$ cat src/rtl/uart_rx.sv
// UART receiver: 8N1 frames (8E1 when UART_RX_PARITY_EN is defined) from an asynchronous
// serial line, with a one-cycle rx_valid strobe per good byte and framing/parity error pulses.
module uart_rx #(
  parameter int BAUDRATE   = 115200,
  parameter int CLOCK_FREQ = 27000000
) (
  input  logic       clock,
  input  logic       n_reset,
  input  logic       rx,
  output logic [7:0] data_out,
  output logic       rx_valid,
  output logic       rx_busy,
  output logic       frame_err,
  output logic       parity_err
);

  // BAUD_TICKS must be at least 4 so that both half-bit and full-bit counts are non-zero.
  localparam int          BAUD_TICKS = CLOCK_FREQ / BAUDRATE;
  localparam int          HALF_TICKS = BAUD_TICKS / 2;
  localparam logic [15:0] BAUD_LAST  = 16'(BAUD_TICKS - 1);
  localparam logic [15:0] HALF_LAST  = 16'(HALF_TICKS - 1);

  typedef enum logic [2:0] {
    S_IDLE,
    S_START,
    S_DATA,
`ifdef UART_RX_PARITY_EN
    S_PARITY,
`endif
    S_STOP,
    S_BREAK
  } state_t;

  logic [1:0]  r_sync;
  logic        r_rx_prev;
  state_t      r_state,   w_state_next;
  logic [15:0] r_cnt,     w_cnt_next;
  logic [2:0]  r_idx,     w_idx_next;
  logic [7:0]  r_shift,   w_shift_next;
  logic [7:0]  r_data,    w_data_next;
  logic        r_valid,   w_valid_next;
  logic        r_busy;
  logic        r_ferr,    w_ferr_next;
`ifdef UART_RX_PARITY_EN
  logic        r_perr,    w_perr_next;
  logic        r_par_bad, w_par_bad_next;
`endif
  logic        w_rx_s;

  assign w_rx_s = r_sync[1];

  // NOTE: synchronizer resets to the idle level (1) so reset release never looks like a start bit.
  always_ff @(posedge clock or negedge n_reset) begin
    if (!n_reset) begin
      r_sync    <= 2'b11;
      r_rx_prev <= 1'b0;
    end else begin
      r_sync    <= {r_sync[0], rx};
      r_rx_prev <= w_rx_s;
    end
  end

  // NOTE: every combinational output gets a default first, so no path can infer a latch.
  always_comb begin
    w_state_next = r_state;
    w_cnt_next   = r_cnt + 16'd1;
    w_idx_next   = r_idx;
    w_shift_next = r_shift;
    w_data_next  = r_data;
    w_valid_next = 1'b0;
    w_ferr_next  = 1'b0;
`ifdef UART_RX_PARITY_EN
    w_perr_next    = 1'b0;
    w_par_bad_next = r_par_bad;
`endif
    case (r_state)
      S_IDLE: begin
        w_cnt_next = 16'd0;
        // Only a genuine high-to-low transition starts a frame.
        if (r_rx_prev && !w_rx_s) begin
          w_state_next = S_START;
`ifdef UART_RX_PARITY_EN
          w_par_bad_next = 1'b0;
`endif
        end
      end
      S_START: begin
        if (r_cnt == HALF_LAST) begin
          w_cnt_next = 16'd0;
          w_idx_next = 3'd0;
          w_state_next = w_rx_s ? S_IDLE : S_DATA;
        end
      end
      S_DATA: begin
        if (r_cnt == BAUD_LAST) begin
          w_cnt_next   = 16'd0;
          w_shift_next = {w_rx_s, r_shift[7:1]};
          w_idx_next   = r_idx + 3'd1;
          if (r_idx == 3'd7) begin
`ifdef UART_RX_PARITY_EN
            w_state_next = S_PARITY;
`else
            w_state_next = S_STOP;
`endif
          end
        end
      end
`ifdef UART_RX_PARITY_EN
      S_PARITY: begin
        if (r_cnt == BAUD_LAST) begin
          w_cnt_next     = 16'd0;
          w_par_bad_next = w_rx_s ^ (^r_shift);
          w_state_next   = S_STOP;
        end
      end
`endif
      S_STOP: begin
        if (r_cnt == BAUD_LAST) begin
          w_cnt_next = 16'd0;
          if (w_rx_s) begin
            w_state_next = S_IDLE;
`ifdef UART_RX_PARITY_EN
            if (r_par_bad) begin
              w_perr_next = 1'b1;
            end else begin
              w_data_next  = r_shift;
              w_valid_next = 1'b1;
            end
`else
            w_data_next  = r_shift;
            w_valid_next = 1'b1;
`endif
          end else begin
            w_ferr_next  = 1'b1;
            w_state_next = S_BREAK;
          end
        end
      end
      S_BREAK: begin
        w_cnt_next = 16'd0;
        if (w_rx_s) w_state_next = S_IDLE;
      end
      default: begin
        w_cnt_next   = 16'd0;
        w_state_next = S_IDLE;
      end
    endcase
  end

  always_ff @(posedge clock or negedge n_reset) begin
    if (!n_reset) begin
      r_state <= S_IDLE;
      r_cnt   <= 16'd0;
      r_idx   <= 3'd0;
      r_shift <= 8'd0;
      r_data  <= 8'd0;
      r_valid <= 1'b0;
      r_busy  <= 1'b0;
      r_ferr  <= 1'b0;
    end else begin
      r_state <= w_state_next;
      r_cnt   <= w_cnt_next;
      r_idx   <= w_idx_next;
      r_shift <= w_shift_next;
      r_data  <= w_data_next;
      r_valid <= w_valid_next;
      r_busy  <= (w_state_next != S_IDLE);
      r_ferr  <= w_ferr_next;
    end
  end

`ifdef UART_RX_PARITY_EN
  always_ff @(posedge clock or negedge n_reset) begin
    if (!n_reset) begin
      r_perr    <= 1'b0;
      r_par_bad <= 1'b0;
    end else begin
      r_perr    <= w_perr_next;
      r_par_bad <= w_par_bad_next;
    end
  end
  assign parity_err = r_perr;
`else
  assign parity_err = 1'b0;
`endif

  assign data_out  = r_data;
  assign rx_valid  = r_valid;
  assign rx_busy   = r_busy;
  assign frame_err = r_ferr;

endmodule

$ cat config.mk
export PLATFORM = sky130hd
export DESIGN_NAME = uart_rx
export DESIGN_NICKNAME = d
export VERILOG_FILES = /design/src/rtl/uart_rx.sv
export SDC_FILE = /design/constraint.sdc
export NUM_CORES = 1
export LEC_CHECK = 0
export ABC_AREA = 1
export BUFFER_PORTS_ARGS = -buffer_cell sky130_fd_sc_hd__clkbuf_2
export CORE_ASPECT_RATIO = 2
export CORE_MARGIN = 2
export CORE_UTILIZATION = 55
export CTS_BUF_LIST = sky130_fd_sc_hd__clkbuf_4
export CTS_CLUSTER_DIAMETER = 40
export DETAILED_ROUTE_END_ITERATION = 12
export PLACE_DENSITY = 0.74
export SLEW_MARGIN = 25
export SYNTH_ARGS = -nofsm -noshare
export SYNTH_HDL_FRONTEND = slang
export SYNTH_SLANG_ARGS = --single-unit
$ cat constraint.sdc
create_clock -name clock -period 2.6 [get_ports clock]
set_clock_uncertainty 0.1 [all_clocks]
set_input_delay 0.26 -clock clock [delete_from_list [all_inputs] [get_ports clock]]
set_output_delay 0.26 -clock clock [all_outputs]
set_load 0.05 [all_outputs]
Word level (Yosys, flattened, before mapping)
Index checks and enable logic that the tools add are counted.
{ "classes": {"n_addsub": 2, "n_eq_ne": 9, "muxes": 21, "reduce_logical": 9} }
{ "op_table": {"columns": ["op", "n"], "rows": [
  ["2-to-1 mux 16 bit", 2],
  ["one-hot mux 16 bit (2 select lines)", 1],
  ["2-to-1 mux 3 bit", 9],
  ["adder 16 x 1 -> 16 bit, second input constant", 1],
  ["== test 16 x 7 -> 1 bit, second input constant", 1],
  ["== test 16 x 8 -> 1 bit, second input constant", 1],
  ["one-hot mux 3 bit (5 select lines)", 1],
  ["== test 3 x 2 -> 1 bit, second input constant", 2],
  ["== test 3 bit, second input constant", 2],
  ["2-to-1 mux 1 bit", 6],
  ["one-hot mux 3 bit (2 select lines)", 1],
  ["AND reduction 3 bit", 2],
  ["!= test 2 bit, second input constant", 2],
  ["adder 3 x 1 -> 3 bit, second input constant", 1],
  ["== test 3 x 1 -> 1 bit, second input constant", 1],
  ["zero test 3 bit", 1],
  ["nonzero test 3 bit", 1],
  ["2-to-1 mux 2 bit", 1],
  ["AND reduction 2 bit", 1],
  ["nonzero test 2 bit", 1],
  ["OR reduction 2 bit", 1],
  ["logical AND 1 bit", 1],
  ["zero test 1 bit", 1]
]} }
{ "word_totals": {"regBits": 44, "inputBits": 3, "out_inout_bits": 12, "elab_cells": 51} }

Depth between registers and ports, before layout
Gate-level depths: netlist (run 1).
{ "depth": {"depth_word": 5, "depth_mapped": 12, "depth_no_buf": 11} }

Worst setup path before layout (run 1)
No wires, ideal clock.
{ "synth_timing": {"path_type": "reg2reg", "start": "register r_cnt[1]", "end": "register r_data[5] (netlist: data_out[5])", "setup_ns": 0.119, "arrival_time_ns": 1.332, "t_required_ns": 2.381, "slack_ns": 1.049, "path_stages_with_launch": 11, "n_path_buf": 1, "period_less_slack_ns": 1.551, "path_cell_list": "dfrtp_1 inv_1 ha_1 nand3_1 nor2_4 nand2_4 nor2_2 nand2_2 buf_6 nand2_2 o21ai_2"} }
{ "synth_via": {"elab_chain_cells": 2} }
{ "synth_rtl": {"columns": ["element", "line_no", "source"], "rows": [
  ["start: declaration", "37", "logic [15:0] r_cnt, w_cnt_next;"],
  ["start signal: assignment", "162", "r_cnt <= w_cnt_next;"],
  ["== test 16 x 8 -> 1 bit", "118", "if (r_cnt == BAUD_LAST) begin"],
  ["AND reduction 3 bit (no line)", null, null],
  ["end signal: assignment", "165", "r_data <= w_data_next;"],
  ["end: declaration", "40", "logic [7:0] r_data, w_data_next;"]
]} }
No other way between the ends.
A chain may end at the register's enable or synchronous reset.

Worst setup path after layout (run 1)
{ "layout_timing": {"start": "register r_cnt[1]", "end": "register r_idx[0]"} }
{ "layout_via": {"elab_chain_cells": 3, "word_cells_on_any_way": 5, "classes_between": "eq/ne: 4; reduce/logical: 1"} }
{ "layout_rtl": {"columns": ["element", "line_no", "source"], "rows": [
  ["== test 16 x 8 -> 1 bit / == test 16 x 7 -> 1 bit (equally long branches)", "95, 88", null],
  ["!= test 2 bit (no line)", null, null],
  ["AND reduction 3 bit (no line) (*)", null, null],
  ["end signal: assignment", "163", "r_idx <= w_idx_next;"],
  ["end: declaration", "38", "logic [2:0] r_idx, w_idx_next;"]
]} }
Every way passes the cells marked *; elsewhere a longest branch is shown, timed or not.

==> results_dict.tcl, run 1 <==
set metrics [dict create \
    status "completed" \
    hold_class "flip-flop to flip-flop" \
    cts_tree "yes" \
    vias 1588 \
    core_area_um2 3650 \
    grt_max_degree 45 \
    max_freq_mhz 556 \
    synth_cell_types 30 \
    grt_usage_pct 21.9 \
    pin_count 15 \
    wl_per_cell_um 12.2 \
    grt_pass1_vias 1631 \
    p_leak_uw 0.00117 \
    worst_pin_slew_ns 0.545 \
    synth_nets 258 \
    viasPerCell 4.98 \
    fillers 339 \
    drt_wl_total_mm 3.90 \
    gp_congestion 0.905 \
    drv_cap 0 \
    post-route-util_pct 63.4 \
    nNetsFinal 277 \
    synth_warnings 0 \
    start_util_pct 57.9 \
    ys_ff_latch 44 \
    cts_sinks 44 \
    path_clk_slew_ns 0.14 \
    cts_resized 0 \
    grt_setup_unrepaired "false" \
    drtIter0Drc 35 \
    grt_pass1_wl_mm 6.82 \
    antenna_found_initial 0 \
    hpwl_mm 2.86 \
    slowest_delay_ns 0.42 \
    slew_headroom_pct 63.6 \
    grt-ovfl-total 0 \
    ant_nets 0 \
    criticalPathCategory "flip-flop to flip-flop" \
    final_common_cell "nand2_1" \
    clk_path_buf_depth 2 \
    htreeDepth 2 \
    crit_path_end_kind "flip-flop" \
    critPathMostFrequentCell "nand2_1" \
    final_layout_size_suffix_gt1_share_pct 16.7 \
    io_buffer_count 13 \
    syn_area_per_cell_um2 8.44 \
    cts-buffers-inserted 5 \
    slowest_stage "dfrtp_1" \
    dieArea_um2 4380 \
    diodes 0 \
    hold_ws_ns 0.265 \
    path_cells "inv_1 -> ha_1 -> nand3_1 -> nor2_4 -> nand3_2 -> nand2_1 -> nand2_1 -> nand2_1 -> nand2_1" \
    worstPathMaxFanout 18 \
    hold_viol_final 0 \
    crit_path_start_kind "flip-flop" \
    clock_latency_ns 0.37 \
    most-common-layout-cells "nand2_1, dfrtp_1, nor2_1" \
    syn_inst 250 \
    rows 31 \
    finalWorstPathRequiredPeriod_ns 1.80 \
    fin_tns_setup_ns 0 \
    ir_drop_v 0.000415 \
    period_share_pct 69.2 \
    slew_viol_final 0 \
    dieWidth_um 47.8 \
    synth_area_um2 2110 \
    cts-root-buf "clkbuf_4" \
    yosysSeqAreaShare_pct 52.3 \
    die_h_um 91.6 \
    syn2layout_area_growth_pct 9.61 \
    post_cts_buffers 0 \
    required_ns 2.76 \
    setup_viol 0 \
    p_per_area_nw_per_um2 612 \
    drcViolationCount 0 \
    cp.arrival_ns 1.96 \
    dr.pass1.iters 4 \
]
==> cell usage after synthesis, drive strengths merged <==
library cell / count / area, µm²
inv: 34 / 128
xor2: 3 / 26.3
ha: 5 / 62.6
conb: 1 / 3.75
o21bai: 1 / 7.51
nor2: 41 / 176
dfstp: 2 / 52.6
a21oi: 1 / 5.00
nand3b: 1 / 7.51
nand2: 68 / 278
buf: 4 / 31.3
clkinv: 1 / 3.75
o21ai: 17 / 108
a31o: 1 / 8.76
dfrtp: 42 / 1050
or2: 1 / 6.26
nand3: 15 / 80.1
xnor2: 2 / 17.5
nand4: 5 / 31.3
nor3: 5 / 25.0
==> final timing paths <==
kind | slack (ns) | end | depth (start not counted) | start
hold reg to reg | 0.27 | r_sync[1]$_DFF_PN1_ | 0 | r_sync[0]$_DFF_PN1_
setup / recovery | 0.80 | r_idx[0]$_DFFE_PN0P_ | 9 | r_cnt[1]$_DFF_PN0_
setup reg to reg | 0.80 | r_idx[0]$_DFFE_PN0P_ | 9 | r_cnt[1]$_DFF_PN0_
max in group asynchronous | 1.62 | r_sync[1]$_DFF_PN1_ | 3 | n_reset
min in group asynchronous | 0.37 | data_out[1]$_DFFE_PN0P_ | 3 | n_reset
hold / removal | 0.27 | r_sync[1]$_DFF_PN1_ | 0 | r_sync[0]$_DFF_PN1_
==> layout make-up <==
class                      instances  area (µm²)  share of cell area [%]
multi-input combinational        167         843                    36.5
timing repair buffer              16        92.6                    4.00
sequential                        44        1100                    47.7
inverter                          35         131                    5.68
clock inverter                     2        35.0                    1.52
tap                               49        61.3                    2.65
clock buffer                       6        45.0                    1.95
==> registers in the layout, summed over array words and instances (netlist names) <==
name and cells:
r_sync 2, r_idx 3, rx_busy 1, r_shift 8, frame_err 1, data_out 8
r_state 3, rx_valid 1, r_rx_prev 1, r_cnt 16
==> per-layer routing <==
layer / routed length [µm] / global-route usage (%) / vias to the layer above
li1: - / - / 806
met1: 1540 / 25.6 / 742
met2: 2100 / 34.9 / 24
met3: 103 / 3.78 / 16
met4: 165 / 12.8 / 0
met5: 0 / 0 / -
==> critical path, delay by kind of cell, from the launching register on <==
family	cells	cell delay, ns
DFF	1	0.42
buffers and inverters	1	0.08
adders and majority gates	1	0.14
and+or+nand+nor	7	0.94
==> timing repair <==
item                                    in CTS  in global routing
endpoints found under the setup margin       0                  0
hold buffers                                 2                  0
hold endpoints to repair                    43                  0
==> kinds of logic (layout without fill, tap and decap cells) <==
logic type / after synthesis / count (layout) / share of synthesized area [%]
buffers and inverters: 39 / 59 / 7.71
xor gates and xnor gates: 5 / 5 / 2.08
other: 1 / 1 / 0.178
and+or+nand+nor: 136 / 136 / 28.6
DFF: 44 / 44 / 52.3
AOI/OAI and AO/OA: 20 / 20 / 6.11
adders and majority gates: 5 / 5 / 2.97
==> report_power, final <==
group	internal (µW)	leakage, µW	switching [µW]
Sequential	733	0.000591	55.3
Clock	212	0.0000456	219
Combinational	70.1	0.000535	125
==> stage by stage <==
| stage | instances | area, µm² | worst slack [ns] | power (µW) |
|---|---|---|---|---|
| final | 319 | 2310 | 0.801 | 1410 |
| after CTS | 319 | 2310 | 0.785 | 1430 |
| after floorplan | 250 | 2110 | 1.05 | 938 |
| after detailed placement | 309 | 2210 | 0.836 | 995 |
| after global routing | 319 | 2310 | 0.619 | 1490 |
| after global placement | 309 | 2210 | 0.877 | 990 |
(Power assumes the default switching activity.)
==> inputs of run 2 (changes only) <==
--- a/config.mk
+++ b/config.mk
@@ -13,7 +13,7 @@
 export CTS_BUF_LIST = sky130_fd_sc_hd__clkbuf_4
 export CTS_CLUSTER_DIAMETER = 40
 export DETAILED_ROUTE_END_ITERATION = 12
-export PLACE_DENSITY = 0.74
+export PLACE_DENSITY = 0.77
 export SLEW_MARGIN = 25
 export SYNTH_ARGS = -nofsm -noshare
 export SYNTH_HDL_FRONTEND = slang
==> constraint.sdc (replaced) <==
create_clock -name clock -period 1.5 [get_ports clock]
set_clock_uncertainty 0.1 [all_clocks]
set_input_delay 0.15 -clock clock [delete_from_list [all_inputs] [get_ports clock]]
set_output_delay 0.15 -clock clock [all_outputs]
set_load 0.05 [all_outputs]
==> results_dict.tcl, run 2 (synthesis results as in run 1) <==
set metrics [dict create \
    status "finished, violations left" \
    violations "negative setup slack" \
    drcViolationCount 0 \
    p_sw_share_pct 28.8 \
    cts-buffers-inserted 5 \
    cts-root-buf "clkbuf_4" \
    die_h_um 91.6 \
    final_common_cell "nand2_1" \
    wl_met2_mm 2.64 \
    rows 31 \
    finalWorstPathRequiredPeriod_ns 1.65 \
    drv_cap 0 \
    topRoutingLayerUsed "met4" \
    power_frac_clock_pct 27.4 \
    slew_viol_final 0 \
    worstPathMaxFanout 11 \
    dr_wl_met3_um 124 \
    hpwl_mm 3.16 \
    antenna_found_initial 0 \
    cp.arrival_ns 1.80 \
    hold_class "primary input to asynchronous set/reset pin" \
    p_per_area_nw_per_um2 988 \
    grt-ovfl-total 0 \
    grt_pass1_wl_mm 7.58 \
    max_freq_mhz 607 \
    largest_reg_flops 16 \
    combPwrFrac_pct 19.5 \
    switchingPower_uw 743 \
    gp_congestion 0.852 \
    crit_path_start_kind "flip-flop" \
    seq_power_share_pct 53.0 \
    drt_wl_total_mm 4.48 \
    dr.pass1.iters 4 \
    required_ns 1.65 \
    most-common-layout-cells "nand2_1, dfrtp_1, inv_1, nor2_1, buf_4" \
    fin_tns_setup_ns -3.24 \
    final_layout_size_suffix_gt1_share_pct 29.0 \
    ir_drop_v 0.000646 \
    setup_viol 37 \
    io_buffer_count 13 \
    wl_per_cell_um 12.9 \
    timing.final.ws_setup_ns -0.148 \
    dieWidth_um 47.8 \
    dieArea_um2 4380 \
    diodes 0 \
    period_share_pct 110 \
    grt_max_degree 45 \
    clk_path_buf_depth 2 \
    core_area_um2 3650 \
    hold_viol_final 0 \
    vias 1760 \
    drtIter0Drc 52 \
    p_leak_uw 0.00133 \
    place_area_um2 2420 \
    criticalPathCategory "flip-flop to flip-flop" \
    htreeDepth 2 \
    syn2layout_area_growth_pct 23.8 \
    finalInstanceArea_um2 2610 \
    pin_count 15 \
    start_util_pct 57.9 \
    grt_setup_unrepaired "true" \
    cts_tree "yes" \
    nNetsFinal 304 \
    viasPerCell 5.09 \
    crit_path_end_kind "flip-flop" \
    grt_pass1_vias 1732 \
    regMostFlops "r_cnt" \
    wl_met1_mm 1.60 \
    cts_sinks 44 \
    path_clk_slew_ns 0.12 \
    grt_usage_pct 24.2 \
    ant_nets 0 \
    p_int_uw 1840 \
    clock_latency_ns 0.35 \
]
==> run 2: cell count changes in the layout (fill, tap and decap cells not counted), sizes merged <==
| cell | change |
|---|---|
| clkbuf | -1 |
| clkinvlp | +1 |
| clkinv | +1 |
| buf | +26 |
==> run 2: final timing paths <==
kind                                      from                 endpoint  slack (ns)  depth (start not counted)
max in group asynchronous              n_reset      r_sync[1]$_DFF_PN1_        0.82                          3
hold / removal                         n_reset      r_cnt[13]$_DFF_PN0_        0.21                          3
setup / recovery            r_cnt[1]$_DFF_PN0_  data_out[3]$_DFFE_PN0P_       -0.15                         10
hold reg to reg            r_sync[0]$_DFF_PN1_      r_sync[1]$_DFF_PN1_        0.26                          0
setup reg to reg            r_cnt[1]$_DFF_PN0_  data_out[3]$_DFFE_PN0P_       -0.15                         10
min in group clock         r_sync[0]$_DFF_PN1_      r_sync[1]$_DFF_PN1_        0.26                          0
==> run 2: final cells by class <==
cell class                      instances  area [µm²]
Clock inverter                          3        37.5
Tap cell                               49        61.3
Timing Repair Buffer                   42         317
Fill cell                             317        1030
Multi-Input combinational cell        167         913
Clock buffer                            5        37.5
Sequential cell                        44        1100
Inverter                               35         134
Timing Repair inverter                  1        7.51
==> run 2: critical path, stage by stage, from the launching register on <==
cell and delay [ns]:
dfrtp_1 0.42, inv_2 0.07, ha_2 0.17, nand3_2 0.09, nor2_4 0.18, nand2_4 0.09, nor2_4 0.11, nand2_4 0.07
buf_12 0.14, nand2_1 0.06, o21ai_2 0.05
==> run 2: per-stage QoR <==
stage,instances,utilization [%],hold WS (ns),setup WS (ns),total power [µW]
finish,346,71.6,0.208,-0.148,2580
global route,346,71.6,0.217,-0.245,2730
CTS,346,70.8,0.208,-0.118,2600
detailed placement,332,66.3,0.0630,-0.135,1860
global placement,332,66.3,0.0468,-0.110,1840
floorplan,250,-,-0.246,-0.0134,1640
==> run 2: routing by layer <==
metal  vias to the layer above  global-route usage, %
met5                         -                      0
met4                         0                   11.7
met3                        13                   4.17
met2                        38                   40.9
met1                       843                   27.1
li1                        866                      -
==> run 2: power groups by stage <==
stage	clock (µW)	sequential (µW)	combinational, µW
after CTS	725	1370	511
after detailed placement	0	1380	473
after floorplan	0	1380	254
final	707	1370	504
after global routing	776	1380	572
after global placement	0	1380	462
==> run 2: timing repair <==
action	4_1_cts	5_1_grt
pin swaps	2	5
hold endpoints to repair	45	0
buffers inserted	3	0
endpoints found under the setup margin	37	38
resized for setup	13	7
hold buffers	2	0
gates cloned	1	0
